`config.mk`:
```
export PLATFORM = sky130hd
export DESIGN_NAME = cmd_sequencer
export DESIGN_NICKNAME = d
export VERILOG_FILES = /design/src/rtl/cmd_seq_pkg.sv /design/src/rtl/cmd_deser.sv /design/src/rtl/cmd_sequencer.sv
export SDC_FILE = /design/constraint.sdc
export NUM_CORES = 1
export LEC_CHECK = 0
export BUFFER_PORTS_ARGS = -buffer_cell sky130_fd_sc_hd__clkbuf_2
export CORE_MARGIN = 1.5
export CORE_UTILIZATION = 50
export CTS_CLUSTER_DIAMETER = 30
export DETAILED_ROUTE_END_ITERATION = 16
export PLACE_DENSITY = 0.79
export SLEW_MARGIN = 5
export SYNTH_ARGS = -nofsm -noshare
export SYNTH_HDL_FRONTEND = slang
export SYNTH_HIERARCHICAL = 1
export SYNTH_SLANG_ARGS = --single-unit
```
`constraint.sdc`:
```
create_clock -name clk -period 1.8 [get_ports clk]
set_clock_uncertainty 0.05 [all_clocks]
set_input_delay 0.18 -clock clk [delete_from_list [all_inputs] [get_ports clk]]
set_output_delay 0.18 -clock clk [all_outputs]
set_load 0.01 [all_outputs]
```
`src/rtl/cmd_seq_pkg.sv`:
```
// Shared types and helpers for the command sequencer: FSM state encoding,
// stage-mask search functions and the default dwell counter width.
package cmd_seq_pkg;

  typedef enum logic [0:0] {
    IDLE = 1'b0,
    RUN  = 1'b1
  } seq_state_e;

  // Widest stage mask the helper functions accept; callers zero-extend.
  localparam int MAX_STAGES        = 32;
  localparam int DEFAULT_STAGE_LEN = 16;
  // Dwell counter width for the default stage length (counts 0..STAGE_LEN-1).
  localparam int STAGE_CNT_W       = $clog2(DEFAULT_STAGE_LEN);

  // Index of the lowest set mask bit strictly above cur; -1 when none.
  // Pass cur = -1 to find the lowest enabled stage overall.
  function automatic int next_enabled(input logic [MAX_STAGES-1:0] mask, input int cur);
    int res;
    res = -1;
    for (int i = MAX_STAGES - 1; i >= 0; i--) begin
      if (i > cur && mask[i]) res = i;
    end
    return res;
  endfunction

  // Number of enabled stages in a mask.
  function automatic int popcount(input logic [MAX_STAGES-1:0] mask);
    int n;
    n = 0;
    for (int i = 0; i < MAX_STAGES; i++) begin
      if (mask[i]) n++;
    end
    return n;
  endfunction

endpackage

```
`src/rtl/cmd_deser.sv`:
```
// Serial-to-parallel command deserialiser, MSB first. word/word_valid are
// presented combinationally on the edge that captures the final bit so the
// sequencer can register the accepted command on that same edge.
module cmd_deser #(
  parameter int CMD_W = 8
) (
  input  logic             clk,
  input  logic             rst,
  input  logic             data_in,
  input  logic             strobe_in,
  output logic [CMD_W-1:0] word,
  output logic             word_valid
);

  localparam int CW = $clog2(CMD_W + 1);

  logic [CMD_W-1:0] shift_q, shift_d;
  logic [CW-1:0]    cnt_q, cnt_d;

  // Shift in one bit per strobe; the count wraps to 0 when a word completes.
  always_comb begin
    shift_d    = shift_q;
    cnt_d      = cnt_q;
    word       = (shift_q << 1) | CMD_W'(data_in);
    word_valid = 1'b0;
    if (strobe_in) begin
      shift_d = word;
      if (cnt_q == CW'(CMD_W - 1)) begin
        word_valid = 1'b1;
        cnt_d      = '0;
      end else begin
        cnt_d = cnt_q + CW'(1);
      end
    end
  end

  // Shift register and bit count; reset discards any partial word.
  always_ff @(posedge clk) begin
    if (rst) begin
      shift_q <= '0;
      cnt_q   <= '0;
    end else begin
      shift_q <= shift_d;
      cnt_q   <= cnt_d;
    end
  end

endmodule

```
`src/rtl/cmd_sequencer.sv`:
```
// Command sequencer: accepts deserialised command words under a busy/overrun
// policy and plays a masked one-hot stage sequence, each enabled stage held
// for STAGE_LEN cycles, with a saturating cycle counter since the last run.
module cmd_sequencer
  import cmd_seq_pkg::*;
#(
  parameter int CMD_W      = 8,
  parameter int NUM_STAGES = 4,
  parameter int STAGE_LEN  = 16,
  parameter int CNT_W      = 16
) (
  input  logic                  clk,
  input  logic                  rst,
  input  logic                  data_in,
  input  logic                  strobe_in,
  output logic [CMD_W-1:0]      cmd_type,
  output logic                  cmd_valid,
  output logic [CNT_W-1:0]      clk_cnt,
  output logic [NUM_STAGES-1:0] stage,
  output logic                  busy,
  output logic                  done,
  output logic                  overrun
);

  localparam int DWELL_W = (STAGE_LEN > 1) ? $clog2(STAGE_LEN) : 1;
  localparam int IW      = (NUM_STAGES > 1) ? $clog2(NUM_STAGES) : 1;

  logic [CMD_W-1:0] word;
  logic             word_valid;

  cmd_deser #(.CMD_W(CMD_W)) u_deser (
    .clk        (clk),
    .rst        (rst),
    .data_in    (data_in),
    .strobe_in  (strobe_in),
    .word       (word),
    .word_valid (word_valid)
  );

  seq_state_e            state_q, state_d;
  logic [NUM_STAGES-1:0] mask_q, mask_d;
  logic [IW-1:0]         idx_q, idx_d;
  logic [DWELL_W-1:0]    dwell_q, dwell_d;
  logic [CMD_W-1:0]      cmd_type_q, cmd_type_d;
  logic                  cmd_valid_q, cmd_valid_d;
  logic [CNT_W-1:0]      clk_cnt_q, clk_cnt_d;
  logic                  done_q, done_d;
  logic                  overrun_q, overrun_d;

  logic [NUM_STAGES-1:0] word_mask;
  logic [MAX_STAGES-1:0] word_ext, run_ext;
  int                    first_stage, next_stage;

  // Acceptance policy, stage progression and counters. A word arriving on
  // the final expiry edge is judged against RUN: zero mask aborts (and wins
  // over done), non-zero mask is dropped while done still fires.
  always_comb begin
    state_d     = state_q;
    mask_d      = mask_q;
    idx_d       = idx_q;
    dwell_d     = dwell_q;
    cmd_type_d  = cmd_type_q;
    cmd_valid_d = 1'b0;
    done_d      = 1'b0;
    overrun_d   = overrun_q;
    clk_cnt_d   = (clk_cnt_q == {CNT_W{1'b1}}) ? clk_cnt_q : clk_cnt_q + CNT_W'(1);

    word_mask = word[NUM_STAGES-1:0];
    word_ext  = '0;
    word_ext[NUM_STAGES-1:0] = word_mask;
    run_ext   = '0;
    run_ext[NUM_STAGES-1:0]  = mask_q;
    first_stage = next_enabled(word_ext, -1);
    next_stage  = next_enabled(run_ext, int'(idx_q));

    case (state_q)
      IDLE: begin
        if (word_valid) begin
          cmd_type_d  = word;
          cmd_valid_d = 1'b1;
          if (word_mask != '0) begin
            state_d   = RUN;
            mask_d    = word_mask;
            idx_d     = IW'(first_stage);
            dwell_d   = '0;
            clk_cnt_d = '0;
          end
        end
      end
      RUN: begin
        if (dwell_q == DWELL_W'(STAGE_LEN - 1)) begin
          if (next_stage < 0) begin
            state_d = IDLE;
            done_d  = 1'b1;
          end else begin
            idx_d   = IW'(next_stage);
            dwell_d = '0;
          end
        end else begin
          dwell_d = dwell_q + DWELL_W'(1);
        end
        if (word_valid) begin
          if (word_mask == '0) begin
            cmd_type_d  = word;
            cmd_valid_d = 1'b1;
            state_d     = IDLE;
            done_d      = 1'b0;
          end else begin
            overrun_d = 1'b1;
          end
        end
      end
      default: state_d = IDLE;
    endcase
  end

  // State and output registers.
  always_ff @(posedge clk) begin
    if (rst) begin
      state_q     <= IDLE;
      mask_q      <= '0;
      idx_q       <= '0;
      dwell_q     <= '0;
      cmd_type_q  <= '0;
      cmd_valid_q <= 1'b0;
      clk_cnt_q   <= '0;
      done_q      <= 1'b0;
      overrun_q   <= 1'b0;
    end else begin
      state_q     <= state_d;
      mask_q      <= mask_d;
      idx_q       <= idx_d;
      dwell_q     <= dwell_d;
      cmd_type_q  <= cmd_type_d;
      cmd_valid_q <= cmd_valid_d;
      clk_cnt_q   <= clk_cnt_d;
      done_q      <= done_d;
      overrun_q   <= overrun_d;
    end
  end

  // One-hot stage decode from registered state only.
  always_comb begin
    stage = '0;
    if (state_q == RUN) stage = NUM_STAGES'(1) << idx_q;
  end

  assign busy      = (state_q == RUN);
  assign cmd_type  = cmd_type_q;
  assign cmd_valid = cmd_valid_q;
  assign clk_cnt   = clk_cnt_q;
  assign done      = done_q;
  assign overrun   = overrun_q;

endmodule
```
# Yosys cells after proc, flatten, opt, wreduce, memory -nomap -nowiden
# Cells that the tools add are included.
[op_classes]
magnitude_cmp = 4
n_mux = 43
n_addsub = 3
eq_ne = 10
shifts = 1
n_bitwise = 3
reduce_logical = 11
[ops]
columns = ["op", "n"]
rows = [
  ["32-bit two-way mux", 3],
  ["16-bit two-way mux", 4],
  ["32-bit by 1-bit < comparator with 1-bit output (second input constant)", 1],
  ["4-bit two-way mux", 6],
  ["8-bit two-way mux", 3],
  ["16-bit by 1-bit adder with 16-bit output (second input constant)", 1],
  ["16-bit == test (second input constant)", 1],
  ["8-bit case mux with 2 select lines", 1],
  ["1-bit two-way mux", 15],
  ["2-bit two-way mux", 7],
  ["3-bit AND reduction", 4],
  ["4-bit by 1-bit adder with 4-bit output (second input constant)", 2],
  ["2-bit by 1-bit != test with 1-bit output (second input constant)", 4],
  ["8-bit by 1-bit bitwise OR with 8-bit output", 1],
  ["4-bit case mux with 2 select lines", 1],
  ["4-bit by 3-bit == test with 1-bit output (second input constant)", 1],
  ["4-bit == test (second input constant)", 1],
  ["2-bit greater-than comparator (first input constant)", 2],
  ["4-bit logical NOT", 1],
  ["2-bit != test (second input constant)", 2],
  ["1-bit case mux with 2 select lines", 2],
  ["2-bit case mux with 2 select lines", 1],
  ["4-bit AND reduction", 1],
  ["4-bit nonzero test", 1],
  ["other kinds (6)", 9],
]
[word_totals]
elab_cells = 86
reg_bits = 49
input_bits = 4

# Logic depth before layout (Yosys ltp)
[depth]
word_depth = 11
ltp_mapped = 7
mapped_depth_nobuf = 6

# Hierarchy
# Netlist, hierarchy kept.
[by_module_without_submodules]
columns = ["module", "instances", "seq_area_each_um2", "cells_per_inst", "area_per_inst_um2"]
rows = [
  ["cmd_sequencer", 1, 740.7, 214, 1793.0],
  ["cmd_deser", 1, 220.2, 41, 446.7],
]

# Worst setup path before layout
# OpenSTA, ideal clock, no wires.
[synth_timing]
kind = "register to register"
startpoint = "reg u_deser.cnt_q[0]"
endpoint = "reg dwell_q[0]"
required_ns = 1.629
synth_period_minus_slack_ns = 1.767
path_buffers = 0
setup_slack_ns = 0.033
path_stages_with_launch = 7
arrival_time_ns = 1.597
cell_sequence = "dfxtp_1 -> ha_1 -> and4b_2 -> and2b_2 -> nand2_1 -> and3_1 -> mux2_2"
[synth_via]
elab_chain_cells = 5
[synth_rtl]
columns = ["item", "line", "rtl"]
rows = [
  ["start, declared", "cmd_deser.sv:18", "logic [CW-1:0] cnt_q, cnt_d;"],
  ["start signal, assigned", "cmd_deser.sv:44", "cnt_q <= cnt_d;"],
  ["4-bit by 3-bit == test with 1-bit output", "cmd_deser.sv:28", "if (cnt_q == CW'(CMD_W - 1)) begin"],
  ["1-bit two-way mux", "cmd_deser.sv:28", ""],
  ["1-bit two-way mux", "cmd_deser.sv:26", "if (strobe_in) begin"],
  ["named net word_valid", "cmd_sequencer.sv:29", "logic word_valid;"],
  ["2-bit by 1-bit != test with 1-bit output (no line)", "--", ""],
  ["3-bit AND reduction (no line)", "--", ""],
  ["end signal, assigned", "cmd_sequencer.sv:133", "dwell_q <= dwell_d;"],
  ["end, declared", "cmd_sequencer.sv:43", "logic [DWELL_W-1:0] dwell_q, dwell_d;"],
]
# The timed path passes the listed nets, and every way through them passes these cells.
# A chain may end at the register's enable or synchronous reset.

# Worst setup path in the final report
[layout_timing]
startpoint = "reg clk_cnt_q[2] (netlist: clk_cnt[2])"
endpoint = "reg clk_cnt_q[11] (netlist: clk_cnt[11])"
[layout_via]
elab_chain_cells = 5
[layout_rtl]
columns = ["item", "line", "rtl"]
rows = [
  ["start, declared", "cmd_sequencer.sv:46", "logic [CNT_W-1:0] clk_cnt_q, clk_cnt_d;"],
  ["start signal, assigned", "cmd_sequencer.sv:136", "clk_cnt_q <= clk_cnt_d;"],
  ["16-bit by 1-bit adder with 16-bit output / 16-bit == test (equally long branches)", "cmd_sequencer.sv:66", "clk_cnt_d = (clk_cnt_q == {CNT_W{1'b1}}) ? clk_cnt_q : clk_cnt_q + CNT_W'(1);"],
  ["16-bit two-way mux *", "cmd_sequencer.sv:66", ""],
  ["16-bit two-way mux", "cmd_sequencer.sv:81", "if (word_mask != '0) begin"],
  ["16-bit two-way mux", "cmd_sequencer.sv:78", "if (word_valid) begin"],
  ["16-bit two-way mux *", "cmd_sequencer.sv:76", "case (state_q)"],
]
# Mark *: on every way between the ends. The rest lies on a longest branch, timed or not.

==> impl_metrics.env <==
export IMPL_synth_edf_count=0
export IMPL_min_path_type="input port to register"
export IMPL_design_portCount=36
export IMPL_netlist_area_um2=2240
export IMPL_synth_main_ff_cell="dfxtp_1"
export IMPL_setup_fix_buffers_added_after_clock_tree_synthesis=0
export IMPL_post_dp_hpwl_um=3510
export IMPL_port_buffer_count=35
export IMPL_antenna_cells=0
export IMPL_routed_via_density=5.52
export IMPL_die_area_um2=4890
export IMPL_ys_async_sr_fraction_pct=0
export IMPL_grt_pass1_vias=1847
export IMPL_worst_path_largest_cell_delay_ns=0.63
export IMPL_fin_nets=316
export IMPL_crit_path_max_fanout=7
export IMPL_final_common_cell="dfxtp_1"
export IMPL_fin_util_pct=62.3
export IMPL_timing_final_crit_period_ns=1.76
export IMPL_critical_path_cell_chain="nand3_1 -> a2111oi_0 -> mux2i_1"
export IMPL_insertion_delay_ns=0.29
export IMPL_max_slew_margin_rel_pct=59.8
export IMPL_clock_slew_at_the_register_clock_pins_of_the_worst_setup_and_hold_paths_ns=0.09
export IMPL_critical_path_class="register to register"
export IMPL_firstDrtPassIters=4
export IMPL_finalSetupTns_ns=0
export IMPL_grt_util_all_layers_pct=20.8
export IMPL_switching_share_pct=21.6
export IMPL_synth_fp_nets=262
export IMPL_synth_yosys_seq_area_share_pct=42.9
export IMPL_unrepaired_setup_endpoints_after_global_routing="false"
export IMPL_wl_per_cell_um=13.6
export IMPL_synthesis_instances=255
export IMPL_placement_setup_worst_slack_ns=0.0832
export IMPL_clock_sinks=48
export IMPL_timing_final_crit_share_pct=97.8
export IMPL_ctsHoldBuffers=0
export IMPL_antenna_left=0
export IMPL_yosys_mux_area_fraction_pct=9.94
export IMPL_crit_path_start_kind="register"
export IMPL_core_area_um2=4320
export IMPL_post_route_drc_count=0
export IMPL_layout_cell_share_with_drive_strength_beyond_1_pct=26.1
export IMPL_cts_inserted_buffers=5
export IMPL_main_combinational_cell_family_by_area_after_synthesis="simple AND/OR/NAND/NOR gates"
export IMPL_synthToLayoutAreaGrowth_pct=20.3
export IMPL_internal_power_w=0.00153
export IMPL_cell_chosen_for_the_clock_root="clkbuf_8"
export IMPL_sequentialPowerShare_pct=55.5
export IMPL_avgSynthCellArea_um2=8.78
export IMPL_arithmetic_cell_share_of_the_synthesized_area_counting_full_adders_half_adders_and_majority_gates_pct=1.68
export IMPL_ir_worst_vdd_mv=0.547
export IMPL_maximum_number_of_pins_on_one_net_before_global_route_repair=21
export IMPL_power_leakage_nw=1.10
export IMPL_compound_cell_area_share_of_the_yosys_netlist_pct=15.5
export IMPL_share_comb_of_total_power_pct=5.8
export IMPL_synthXorXnorAreaFrac_pct=0.391
export IMPL_hold_viol_final=0
export IMPL_die_width_um=69.9
export IMPL_cts_buffer_depth=2
export IMPL_post_route_wl_um=4920
export IMPL_synth_distinct_cells=51
export IMPL_placementRows=24
export IMPL_via_count=1999
export IMPL_flip_flop_and_latch_count_after_synthesis=48
export IMPL_crit_required_ns=1.97
export IMPL_initial_standard_cell_utilization_of_the_core_pct=51.8
export IMPL_yosysWarningCount=6
export IMPL_timing_critical_path_to_type="register"
export IMPL_multiInputGateArea_um2=1170
export IMPL_gp_congestion=0.877
export IMPL_clock_power_share_pct=38.7
export IMPL_run_status="completed"
export IMPL_final_cell_mix="dfxtp_1, nand2_1, clkbuf_2"
export IMPL_setup_slack_ns=0.0399
export IMPL_grt_overflow=0
export IMPL_final_fill_count=377
export IMPL_dr_first_iter_drc_count=94
export IMPL_power_switching_w=0.000423
export IMPL_timing_final_setup_violations=0
export IMPL_synth_simple_gate_area_share_pct=24.5
export IMPL_fmax_mhz=568
export IMPL_clock_tree_htree_level_count=2
export IMPL_fp_dieH_um=69.9
export IMPL_crit_arrival_ns=1.93
export IMPL_final_seq_area_um2=962
export IMPL_worst_slew_pin_transition_ns=0.588
export IMPL_power_density_nw_per_um2=726
export IMPL_antenna_violations_before_repair=0
export IMPL_max_cap_check_violation_count=0
export IMPL_slew_violations=0
export IMPL_grt_first_pass_wirelength_um=8310
export IMPL_critical_path_slowest_cell="a2111oi_0"
export IMPL_cts_tree="yes"
[cell families after synthesis]
group | count (synthesis)
buf+inv | 19
simple gates | 112
xor+xnor | 1
compound gates | 50
fa+ha+maj | 3
flops | 48
mux | 22
[synthesized netlist by cell type (2+ instances only)]
cell type  number  area [µm²]
a31oi_1         5        31.3
buf_6           5        56.3
dfxtp_1        48         961
or3_1           2        12.5
a2111oi_0       2        17.5
nor2_1         20        75.1
inv_1           9        33.8
a21oi_1        18        90.1
mux2i_1        20         200
nor2b_1         3        18.8
o21ai_0         5        25.0
and3_1          3        18.8
a221oi_1        2        17.5
nand4_1         2        12.5
nand3_1        10        50.1
a211oi_1        4        30.0
nor4_1          3        18.8
o21ai_1         2        10.0
nand2b_1        6        37.5
and4_1          2        17.5
clkbuf_1        3        11.3
ha_1            3        37.5
nand2_1        43         161
nor3_1          8        40.0
[stage by stage]
step	instances	hold WS, ns	power, W	cell area [µm²]
final	362	0.177	0.00196	2700
after global routing	362	0.206	0.00203	2700
after CTS	362	0.180	0.00197	2690
after detailed placement	354	0.401	0.00122	2580
after global placement	354	0.394	0.00122	2580
after floorplan	255	0.277	0.00119	2240
[worst max-delay path: cells and delay by family, from the launching register on]
family	cells	cell delay, ns
AND/OR/NAND/NOR	1	0.28
flip-flops	1	0.44
multiplexers	1	0.28
AO/OA/AOI/OAI	1	0.63
[worst paths after layout]
path / from / to / slack, ns / cells past startpoint
worst min-delay path: data_in / cmd_type[0]$_SDFFE_PP0P_ / 0.18 / 3
worst min register to register: cmd_type[6]$_SDFFE_PP0P_ / cmd_type[6]$_SDFFE_PP0P_ / 0.41 / 2
worst max-delay path: clk_cnt[2]$_SDFF_PP0_ / clk_cnt[11]$_SDFF_PP0_ / 0.04 / 3
worst max register to register: clk_cnt[2]$_SDFF_PP0_ / clk_cnt[11]$_SDFF_PP0_ / 0.04 / 3
[what timing repair did]
action                                  in CTS  in global routing
endpoints found under the setup margin       0                  9
hold endpoints to repair                     0                  0
resized for setup                            0                  3
[power groups by stage]
stage / logic, W / registers, W / clock network, W
after floorplan: 0.0000780 / 0.00111 / 0
after global placement: 0.000108 / 0.00111 / 0
after detailed placement: 0.000111 / 0.00111 / 0
after CTS: 0.000113 / 0.00109 / 0.000773
after global routing: 0.000123 / 0.00109 / 0.000820
final: 0.000113 / 0.00109 / 0.000757
[sequential cells by signal, indices dropped and copies added, names as in the netlist]
name             count
cmd_valid            1
dwell_q              4
u_deser/shift_q      7
done                 1
mask_q               3
idx_q                2
clk_cnt             16
busy                 1
cmd_type             8
u_deser/cnt_q        4
overrun              1
[layout make-up]
cell class | count | area share (%)
well taps | 52 | 2.41
inverters | 9 | 1.25
repair buffers | 57 | 13.1
clock buffers | 6 | 2.69
clock inverters | 2 | 1.30
multi-input cells | 188 | 43.5
flip-flops and latches | 48 | 35.7
[metal layers]
metal | wire [µm] | vias to the layer above | share of wire, % | track usage [%]
li1 | - | 1017 | - | -
met1 | 2290 | 937 | 47 | 27.0
met2 | 2350 | 38 | 48 | 33.8
met3 | 207 | 7 | 4.2 | 4.91
met4 | 73 | 0 | 1.5 | 7.48
met5 | 0 | - | 0 | 0
Note: power is estimated with default switching activity, not from simulation.
